File: src/rtl/gardner_symbol_sync_ctrl.sv
// gardner_symbol_sync_ctrl: symbol strobe generation, PI timing loop with one-sample slips, and lock detect for a Gardner TED
module gardner_symbol_sync_ctrl #(
   parameter int WIDTH    = 16,
   parameter int OSR      = 32,
   parameter int ACC_W    = 24,
   parameter int KP_SHIFT = 2,
   parameter int KI_SHIFT = 6,
   parameter int THRESH   = 4096,
   parameter int LOCK_TOL = 512,
   parameter int LOCK_CNT = 64
) (
   input  logic                       clk,
   input  logic                       rst,
   input  logic                       enable,
   input  logic                       sample_valid,
   input  logic signed [WIDTH-1:0]    err_in,
   output logic                       sym_strobe,
   output logic [$clog2(OSR)-1:0]     phase,
   output logic                       slip_adv,
   output logic                       slip_ret,
   output logic                       locked,
   output logic signed [ACC_W-1:0]    integ
);
   localparam int PW  = $clog2(OSR);
   localparam int LCW = $clog2(LOCK_CNT + 1);
   localparam logic [PW-1:0] LAST = PW'(OSR - 1);
   localparam logic [LCW-1:0] LC = LCW'(LOCK_CNT);
   localparam logic signed [ACC_W-1:0] TH = ACC_W'(THRESH);
   localparam logic signed [WIDTH-1:0] LT = WIDTH'(LOCK_TOL);
   localparam logic signed [ACC_W+1:0] MAXV = {3'b000, {(ACC_W-1){1'b1}}};
   localparam logic signed [ACC_W+1:0] MINV = -MAXV;

   typedef enum logic [2:0] {IDLE, TRACK, CAPTURE, FILTER, ADJUST} state_t;
   typedef enum logic [1:0] {NONE, RET, ADV} slip_t;

   state_t                    state_q;
   slip_t                     pend_q;
   logic [PW-1:0]             cnt_q;
   logic signed [WIDTH-1:0]   err_q;
   logic signed [ACC_W-1:0]   integ_q, pacc_q, integ_d, pacc_d;
   logic signed [ACC_W+1:0]   isum_d, psum_d;
   logic [LCW-1:0]            good_q, good_d;
   logic                      lock_ok, locked_q, adv_q, ret_q;

   function automatic logic signed [ACC_W-1:0] sat(input logic signed [ACC_W+1:0] v);
      return (v > MAXV) ? MAXV[ACC_W-1:0] : (v < MINV) ? MINV[ACC_W-1:0] : v[ACC_W-1:0];
   endfunction

   assign sym_strobe = sample_valid && cnt_q == LAST && state_q != IDLE;
   assign phase      = cnt_q;
   assign slip_adv   = adv_q;
   assign slip_ret   = ret_q;
   assign locked     = locked_q;
   assign integ      = integ_q;

   // PI filter update with symmetric saturation, and the good-symbol run length for lock
   always_comb begin
      isum_d  = (ACC_W+2)'(integ_q) + (ACC_W+2)'(err_q);
      psum_d  = (ACC_W+2)'(pacc_q) + (ACC_W+2)'(err_q >>> KP_SHIFT) + (ACC_W+2)'(integ_q >>> KI_SHIFT);
      integ_d = sat(isum_d);
      pacc_d  = sat(psum_d);
      lock_ok = err_q < LT && err_q > -LT;
      good_d  = !lock_ok ? '0 : (good_q == LC) ? good_q : good_q + 1'b1;
   end

   // loop FSM, sample counter with slips; disabling returns everything to a clean IDLE
   always_ff @(posedge clk) begin
      if (rst || !enable) begin
         state_q  <= IDLE;
         pend_q   <= NONE;
         cnt_q    <= '0;
         err_q    <= '0;
         integ_q  <= '0;
         pacc_q   <= '0;
         good_q   <= '0;
         locked_q <= 1'b0;
         adv_q    <= 1'b0;
         ret_q    <= 1'b0;
      end else begin
         adv_q <= 1'b0;
         ret_q <= 1'b0;
         if (state_q != IDLE && sample_valid) begin
            if (cnt_q == '0 && pend_q == ADV) begin
               cnt_q  <= PW'(2);
               adv_q  <= 1'b1;
               pend_q <= NONE;
            end else if (cnt_q == '0 && pend_q == RET) begin
               ret_q  <= 1'b1;
               pend_q <= NONE;
            end else begin
               cnt_q <= (cnt_q == LAST) ? '0 : cnt_q + 1'b1;
            end
         end
         case (state_q)
            IDLE:    state_q <= TRACK;
            TRACK:   if (sym_strobe) state_q <= CAPTURE;
            CAPTURE: begin
               err_q   <= err_in;
               state_q <= FILTER;
            end
            FILTER: begin
               integ_q  <= integ_d;
               pacc_q   <= pacc_d;
               good_q   <= good_d;
               locked_q <= good_d == LC;
               state_q  <= ADJUST;
            end
            ADJUST: begin
               if (pend_q == NONE && pacc_q >= TH) begin
                  pend_q <= RET;
                  pacc_q <= pacc_q - TH;
               end else if (pend_q == NONE && pacc_q <= -TH) begin
                  pend_q <= ADV;
                  pacc_q <= pacc_q + TH;
               end
               state_q <= TRACK;
            end
            default: state_q <= IDLE;
         endcase
      end
   end
endmodule
File: config.mk
export PLATFORM = sky130hd
export DESIGN_NAME = gardner_symbol_sync_ctrl
export DESIGN_NICKNAME = d
export VERILOG_FILES = /design/src/rtl/gardner_symbol_sync_ctrl.sv
export SDC_FILE = /design/constraint.sdc
export NUM_CORES = 1
export LEC_CHECK = 0
export ABC_AREA = 1
export CORE_MARGIN = 10
export CORE_UTILIZATION = 44
export DETAILED_ROUTE_END_ITERATION = 6
export GPL_TIMING_DRIVEN = 0
export PLACE_DENSITY = 0.7
export SLEW_MARGIN = 20
export SYNTH_ARGS = -nofsm -noshare
export SYNTH_HDL_FRONTEND = slang
export SYNTH_SLANG_ARGS = --single-unit
File: constraint.sdc
create_clock -name clk -period 8.44 [get_ports clk]
set_input_delay 0.844 -clock clk [delete_from_list [all_inputs] [get_ports clk]]
set_output_delay 0.844 -clock clk [all_outputs]
set_load 0.01 [all_outputs]
==> impl_metrics.ini, run 1 <==
[yosys]
synth.area.top_cells = dfxtp_1, nand2_1, inv_1, ha_1, fa_1
synth_area_leader_cell = dfxtp_1
synth_top_family_by_area = simple AND/OR/NAND/NOR gates
yosys.area.top_type_share_pct = 20.14
syn_inst = 1358
synth_fp_nets = 1460
ys_types = 41
synth_fa_ha_area_share_pct = 14.63
syn_area_sq_um = 8349
avgSynthCellArea_sq_um = 6.148
yosys.area_share.simple_pct = 34.83
synthMuxAreaShare_pct = 0
yosysWarnings = 0
ys_ff_latch = 84
synth_compound_area_share_pct = 14.39
synth_xor_area_share_pct = 3.432
synth_seq_area_share_pct = 20.14

[die]
dieArea_sq_um = 24890
die_w_microns = 157.8
ios = 53
die_y_microns = 157.8
row_count = 50
start_util_pct = 44.64
core_sq_um = 18710

[sta]
finalCriticalPeriod_ps = 3627
hold_ws_ps = 488.3
period_share_pct = 42.97
finalSetupViolCount = 0
max_slew.worst_pin.slew_ps = 879.8
layout_setup_ws_ps = 4813
max_freq_mhz = 275.7
skew_ps = 9.668
slew_headroom_pct = 41.27
slew_viol_final = 0
rsz0062_at_grt = false
hold_viol = 0
setup_tns_ps = 0

[clock_tree]
cts_setup_buffers = 0
cts_buffer_depth = 2
tritoncts = done
clk_pin_slew_ps = 60
cts.sinks = 84
cts_resized = 0
postCtsHoldBufs = 0
h-tree-depth = 3
cts_root_buf = clkbuf_16
clk_latency_ps = 350
cts_made_buffers = 9

[global_routing]
grt_pass1_vias = 8018
grt_pass1_wl_microns = 39190
grt_usage_pct = 19.34
grt_max_degree = 23
overflow = 0
antenna_found_initial = 0

[critical_path]
cp.required_ps = 8680
critPathMaxFanout = 22
r2r-end = pacc_q[0]$_SDFFE_PP0P_
rrSetupSlack_ps = 4810
r2r_cells = 18
start_kind = flip-flop
reg2reg_from = err_q[15]$_SDFFE_PP0N_
endpoint_kind = flip-flop
arrival_ps = 3870
crit_type = flip-flop to flip-flop

[routing]
via_count = 8553
drt_iter0_drc = 658
post-route-drc-count = 0
routed_via_density = 5.152
ant_nets = 0
drt_pass1_iterations = 5
wirelength_microns = 23800
wl_per_cell_microns = 14.34

[min_path]
hp-class = flip-flop to flip-flop
holdCritStartpoint = pend_q[0]$_SDFF_PP0_
min_path_cells = 2
hold_end = pend_q[0]$_SDFF_PP0_

[pwr]
irDropWorstVdd_mv = 0.1226
p_leak_nw = 4.859
p_per_area_nw_per_um2 = 94.03
power_w = 0.0008905

[place]
place_ws_ps = 4794
hpwl_microns = 19570
gp_congestion = 0.9300
io_buffers = 52

[cells_and_area]
layout_common_cells = nand2_1, inv_1, a21oi_1
n_antenna_cell = 0
layout-drive-gt1-share_pct = 5.680
nNetsFinal = 1523
n_fill_cell = 1925
seqCellArea_sq_um = 1683
multi_input_area_sq_um = 5617
layout_commonest_cell = nand2_1
area_delta_synth_final_pct = 13.43

[run]
drv_cap = 0

[outcome]
outcome = finished, final reports clean
layout make-up:
class | count | area share [%]
multi-input cells | 1009 | 59.31
inverters | 232 | 9.209
clock buffers | 9 | 2.378
plain buffers | 33 | 1.889
well taps | 234 | 3.092
repair buffers | 52 | 5.496
clock inverters | 7 | 0.8588
flip-flops and latches | 84 | 17.77
synth_stat cells, drive strengths merged:
master and n:
a211oi 1, a21o 2, a21oi 113, a31oi 3, and2 1, and3 1
buf 15, clkbuf 18, clkinv 1, dfxtp 84, fa 26, ha 56
inv 231, nand2 435, nand3 83, nand3b 9, nand4 26, nor2 87
nor3 23, nor3b 1, nor4 9, o211ai 2, o21ai 85, o21bai 7
o31ai 3, o41ai 1, or2 4, xnor2 11, xor2 20
cells by family after synthesis:
| group | after synthesis |
|---|---|
| and+or+nand+nor | 679 |
| buffers and inverters | 265 |
| AOI/OAI and AO/OA | 217 |
| DFF | 84 |
| adders and majority gates | 82 |
| xor gates and xnor gates | 31 |
worst max-delay path by stage:
stage / depth (start not counted) / start / endpoint / slack [ps]
after floorplan: 20 / err_q[15]$_SDFFE_PP0N_ / pacc_q[15]$_SDFFE_PP0P_ / 5150
after global placement: 18 / err_q[15]$_SDFFE_PP0N_ / pacc_q[0]$_SDFFE_PP0P_ / 4320
after detailed placement: 18 / err_q[15]$_SDFFE_PP0N_ / pacc_q[0]$_SDFFE_PP0P_ / 4790
after CTS: 18 / err_q[15]$_SDFFE_PP0N_ / pacc_q[0]$_SDFFE_PP0P_ / 4770
after global routing: 18 / err_q[15]$_SDFFE_PP0N_ / pacc_q[0]$_SDFFE_PP0P_ / 4480
final: 18 / err_q[15]$_SDFFE_PP0N_ / pacc_q[0]$_SDFFE_PP0P_ / 4810
critical path, cell delays in order (launching register included):
cell	delay [ps]
dfxtp_2	790
fa_1	540
ha_1	390
nand2_1	130
nor2_1	160
inv_1	90
nor3_2	100
nand2_1	90
nand2_1	90
nand3_1	70
nand2_1	80
xor2_1	220
nand2_1	120
nand2_1	140
nand2_1	90
clkinv_2	170
nand3_2	90
o211ai_2	60
inv_1	50
state kept, by name (all words and copies together) (netlist names):
signal	count
err_q	16
state_q	3
good_q	7
pacc_q	24
slip_ret	1
integ	24
pend_q	2
locked	1
slip_adv	1
phase	5
per-stage QoR:
stage	util (%)	instance area, sq um	std cells
after floorplan	-	8349	1358
after global placement	48.98	9163	1644
after detailed placement	48.99	9164	1644
after CTS	50.63	9470	1660
after global routing	50.63	9470	1660
final	50.63	9470	1660
routing by layer:
layer  up-vias  wire [microns]  global-route usage [%]
met5         -               0                       0
met4         0             223                   3.295
met3        17            1664                   4.016
met2       239           10430                   30.72
met1      3845           11480                   26.66
li1       4452               -                       -
report_power, final:
group          internal, W  switching, W
registers         0.000399    0.00000446
logic            0.0000307     0.0000471
clock network     0.000234      0.000176
(Power assumes the default switching activity.)
==> run 2: changes to the inputs <==
- PLACE_DENSITY: 0.7 -> 0.73
- clock period: 8.44 -> 3.18 ns (I/O delays scaled with it)
==> run 2 against run 1 <==
Against the previous run:
- the run now ends with setup timing left
- cell count rose by 0.90%
- register-to-register slack got worse by 4900 ps
- sequential cell count did not move
- worst hold slack got worse by 1.3 ps
- core utilization rose by 3.7 points
- via count rose by 3.9%
- largest cell class unchanged
==> impl_metrics.ini, run 2 (synthesized netlist as in run 1, its figures left out) <==
[run]
drv_cap = 0

[critical_path]
cp.required_ps = 3410
r2r-end = pacc_q[17]$_SDFFE_PP0P_
critPathMaxFanout = 6
arrival_ps = 3530
r2r_cells = 22
crit_family = simple AND/OR/NAND/NOR gates
path_cells = inv_2 > fa_1 > inv_2 > ha_4 > inv_2 > fa_2 > nand3_2 > nor2_2 > nand3_1 > nor2_2 > nand2_1 > nor2_1 > nand3_1 > nor2_1 > nand3_1 > nand2_2 > nand2_4 > clkbuf_16 > nand2_4 > nand2_2 > nand2_2 > a21oi_2
reg2reg_from = pacc_q[1]$_SDFFE_PP0P_
slowest_delay_ps = 580
critPathBufInv = 4
crit_type = flip-flop to flip-flop
endpoint_kind = flip-flop
cp_slowest_cell = fa_2
start_kind = flip-flop
rrSetupSlack_ps = -120

[cells_and_area]
layout-drive-gt1-share_pct = 15.27
nNetsFinal = 1538
layout_commonest_cell = nand2_1
multi_input_area_sq_um = 6071
layout.cells.non_filler = 1675
area_delta_synth_final_pct = 21.67
n_antenna_cell = 0
seqCellArea_sq_um = 1735
fin_area_sq_um = 10160
utilization_pct = 54.31
layout_common_cells = nand2_1, inv_1, a21oi_1
n_fill_cell = 1818

[pwr]
irDropWorstVdd_mv = 0.2875
p_leak_nw = 5.012
p_per_area_nw_per_um2 = 228.1

[place]
io_buffers = 52
gp_congestion = 0.9354
placed_area_sq_um = 9164
place_ws_ps = -383.5
dp_cells = 1644
hpwl_microns = 19410

[die]
dieArea_sq_um = 24890
core_sq_um = 18710
start_util_pct = 44.64
row_count = 50
die_y_microns = 157.8
die_w_microns = 157.8
ios = 53

[routing]
ant_nets = 0
post-route-drc-count = 0
via_count = 8884
drt_pass1_iterations = 5
drt_iter0_drc = 704
wirelength_microns = 25100
wl_per_cell_microns = 14.98
routed_via_density = 5.304

[sta]
max_freq_mhz = 303.2
finalSetupViolCount = 20
skew_ps = 10.45
slew_headroom_pct = 42.20
period_share_pct = 103.7
layout_setup_ws_ps = -118.3
rsz0062_at_grt = true
slew_viol_final = 0
max_slew.worst_pin.slew_ps = 862.3
hold_viol = 0
finalCriticalPeriod_ps = 3298
hold_ws_ps = 487.0

[min_path]
holdCritStartpoint = locked$_SDFFE_PP0P_
hp-class = flip-flop to flip-flop
hold_end = locked$_SDFFE_PP0P_
min_path_cells = 2

[clock_tree]
cts.sinks = 84
h-tree-depth = 3
clk_latency_ps = 350
cts_buffer_depth = 2
clk_pin_slew_ps = 70
cts_root_buf = clkbuf_16
cts_made_buffers = 9
tritoncts = done

[global_routing]
overflow = 0
grt_pass1_vias = 7973
grt.busiest_layer = met2
grt_pass1_wl_microns = 38930
grtUsageMet1_pct = 26.27
met2_usage_pct = 30.60
grt_usage_pct = 19.12
antenna_found_initial = 0
met3_usage_pct = 3.446
grt_max_degree = 17

[outcome]
violations = setup timing
outcome = finished with violations
run 2: cell type report:
type / count / area share, %
multi-input combinational: 1009 / 59.76
sequential: 84 / 17.08
inverter: 232 / 8.622
timing repair buffer: 67 / 6.971
tap: 234 / 2.882
clock buffer: 9 / 2.217
buffer: 33 / 1.909
clock inverter: 7 / 0.5543
run 2: power by group:
group,internal [W],total (W),switching (W)
Clock,0.000540,0.00101,0.000473
Sequential,0.00106,0.00107,0.0000108
Combinational,0.0000968,0.000237,0.000140
run 2: through the flow:
| step | power, W | TNS, ps |
|---|---|---|
| 4_1_cts | 0.002293 | -5.405 |
| 2_1_floorplan | 0.001224 | 0 |
| 5_1_grt | 0.002394 | -4826 |
| 3_3_place_gp | 0.001297 | -6355 |
| 3_5_place_dp | 0.001299 | -7112 |
| 6_report | 0.002317 | -1334 |
run 2: worst min-delay path, cell delays in order, from the launching register on:
cell     delay, ps
dfxtp_1        320
nand2_1         70
a21oi_1         60
run 2: per-layer routing:
layer	share of wire (%)	wire length (microns)	vias up
li1	-	-	4489
met1	46	11610	4121
met2	46	11520	246
met3	6.4	1614	28
met4	1.4	348	0
met5	0	0	-
run 2: worst max-delay path by stage:
stage	depth (start not counted)	to	start	slack (ps)
2_1_floorplan	23	pacc_q[15]$_SDFFE_PP0P_	integ[7]$_SDFFE_PP0P_	150
3_3_place_gp	18	pacc_q[0]$_SDFFE_PP0P_	err_q[15]$_SDFFE_PP0N_	-370
3_5_place_dp	18	pacc_q[0]$_SDFFE_PP0P_	err_q[15]$_SDFFE_PP0N_	-380
4_1_cts	23	pacc_q[15]$_SDFFE_PP0P_	integ[7]$_SDFFE_PP0P_	-5
5_1_grt	22	pacc_q[17]$_SDFFE_PP0P_	pacc_q[1]$_SDFFE_PP0P_	-290
6_report	22	pacc_q[17]$_SDFFE_PP0P_	pacc_q[1]$_SDFFE_PP0P_	-120
run 2: what timing repair did:
action,in CTS,in global routing
cloned,0,2
setup endpoints to repair,23,46
gates resized for setup,19,139
setup buffers,5,8
hold buffers,0,0
pin swaps,6,24
==> run 3: changes to the inputs <==
- CORE_UTILIZATION: 44 -> 55
- PLACE_DENSITY: 0.73 -> 0.86
==> run 3 against run 2 <==
Against the previous run:
- the run still ends with setup timing left
- via count rose by 2.0%
- combinational power down 5%
- clock skew shrank 4.2 ps
- total power increased by 2.1%
- maximum frequency fell by 1.4%
- cell count fell by 3.1%
- register-to-register slack got worse by 50 ps
- non-clock buffer count is 2 lower
- count of clock-buffer cells in the layout is 1 higher
- critical endpoint is now pacc_q[20]$_SDFFE_PP0P_
- largest cell class unchanged
==> impl_metrics.ini, run 3 (synthesized netlist as in run 1, its figures left out) <==
[clock_tree]
tritoncts = done
clk_pin_slew_ps = 60
cts_root_buf = clkbuf_16
h-tree-depth = 3
cts_made_buffers = 9
cts.sinks = 84
cts_buffer_depth = 2
clk_latency_ps = 350

[die]
core_sq_um = 14700
die_y_microns = 143.2
dieArea_sq_um = 20510
row_count = 44
start_util_pct = 56.80
die_w_microns = 143.2
ios = 53

[cells_and_area]
layout_commonest_cell = nand2_1
nNetsFinal = 1536
n_fill_cell = 1246
layout_common_cells = nand2_1, inv_1, a21oi_1
n_antenna_cell = 0
layout-drive-gt1-share_pct = 11.33
layout.cells.non_filler = 1623
area_delta_synth_final_pct = 17.68
fin_area_sq_um = 9826

[routing]
ant_nets = 0
post-route-drc-count = 0
wirelength_microns = 25130
via_count = 9066
drt_pass1_iterations = 6
routed_via_density = 5.586
wl_per_cell_microns = 15.48
drt_iter0_drc = 910

[critical_path]
r2r-end = pacc_q[20]$_SDFFE_PP0P_
arrival_ps = 3580
critPathLaunch = pacc_q[1]$_SDFFE_PP0P_
reg2reg_from = pacc_q[1]$_SDFFE_PP0P_
critPathMaxFanout = 7
worstSetupEndpoint = pacc_q[20]$_SDFFE_PP0P_
endpoint_kind = flip-flop
start_kind = flip-flop
crit_type = flip-flop to flip-flop
r2r_cells = 22
rrSetupSlack_ps = -160
cp.required_ps = 3410

[pwr]
p_per_area_nw_per_um2 = 240.8
irDropWorstVdd_mv = 0.3397
power_w = 0.002366
p_leak_nw = 4.937

[outcome]
outcome = finished with violations
violations = setup timing

[sta]
hold_viol = 0
max_freq_mhz = 299.0
slew_headroom_pct = 44.64
finalCriticalPeriod_ps = 3344
slew_viol_final = 0
period_share_pct = 105.2
layout_setup_ws_ps = -164.2
skew_ps = 6.222
rsz0062_at_grt = true
max_slew.worst_pin.slew_ps = 825.9
finalSetupViolCount = 23

[min_path]
hp-class = flip-flop to flip-flop

[place]
place_ws_ps = -408.5
dp_cells = 1594
placed_area_sq_um = 9101
io_buffers = 52
hpwl_microns = 19030
gp_congestion = 0.9543

[global_routing]
grt_usage_pct = 23.33
grt_pass1_wl_microns = 39280
grt_max_degree = 16
grt_pass1_vias = 8159
overflow = 0
antenna_found_initial = 0

[run]
drv_cap = 0
-- run 3: report_power, final --
part	switching, W	internal (W)
sequential	0.0000108	0.00106
clock	0.000456	0.000617
combinational	0.000137	0.0000890
total	0.000604	0.00176
-- run 3: per-layer routing --
metal / vias to the layer above / global-route usage (%) / share of wire, %
li1: 4477 / - / -
met1: 4072 / 30.94 / 43
met2: 450 / 36.40 / 44
met3: 67 / 5.705 / 10
met4: 0 / 7.577 / 2.8
met5: - / 0 / 0
-- run 3: final cells by class --
cell class / count / area, sq um / share of cell area (%)
Sequential cell: 84 / 1703 / 17.33
Clock inverter: 6 / 72.57 / 0.7386
Tap cell: 184 / 230.2 / 2.343
Clock buffer: 10 / 229.0 / 2.330
Inverter: 232 / 875.8 / 8.914
Multi-Input combinational cell: 1009 / 5886 / 59.90
Buffer: 33 / 186.4 / 1.897
Timing Repair Buffer: 65 / 643.1 / 6.545
-- run 3: critical path: stages, from the launching register on --
cell and delay (ps):
dfxtp_2 350, inv_2 50, fa_1 460, inv_1 70
ha_2 180, inv_2 40, fa_2 580, nand3_2 80
nor2_2 150, nand3_2 100, nor2_2 120, nand2_1 60
nor2_1 100, nand3_1 90, nor2_1 120, nand3_1 90
nand2_2 90, nand2_4 90, buf_6 150, nand2_1 50
nand2_1 50, nand2_1 90, a21oi_2 60
-- run 3: worst min path at each step --
stage	from	to	slack (ps)	depth (start not counted)
global route	locked$_SDFFE_PP0P_	locked$_SDFFE_PP0P_	510	2
detailed placement	locked$_SDFFE_PP0P_	locked$_SDFFE_PP0P_	470	2
global placement	locked$_SDFFE_PP0P_	locked$_SDFFE_PP0P_	470	2
floorplan	err_q[0]$_SDFFE_PP0N_	err_q[0]$_SDFFE_PP0N_	450	2
CTS	err_q[0]$_SDFFE_PP0N_	err_q[0]$_SDFFE_PP0N_	490	2
finish	locked$_SDFFE_PP0P_	locked$_SDFFE_PP0P_	490	2
-- run 3: through the flow --
stage	setup TNS (ps)	util [%]	hold WS (ps)
6_report	-1977	66.85	490.2
5_1_grt	-6360	66.85	512.3
4_1_cts	0	64.80	488.4
3_5_place_dp	-7013	61.92	470.9
3_3_place_gp	-5632	61.92	466.4
2_1_floorplan	0	-	448.5
-- run 3: repair_timing --
item	CTS	global route
resized for setup	25	63
hold buffers	0	0
setup buffers	7	4
pin swaps	5	17
endpoints found under the hold margin	0	0
endpoints found under the setup margin	23	43
cloned	1	1
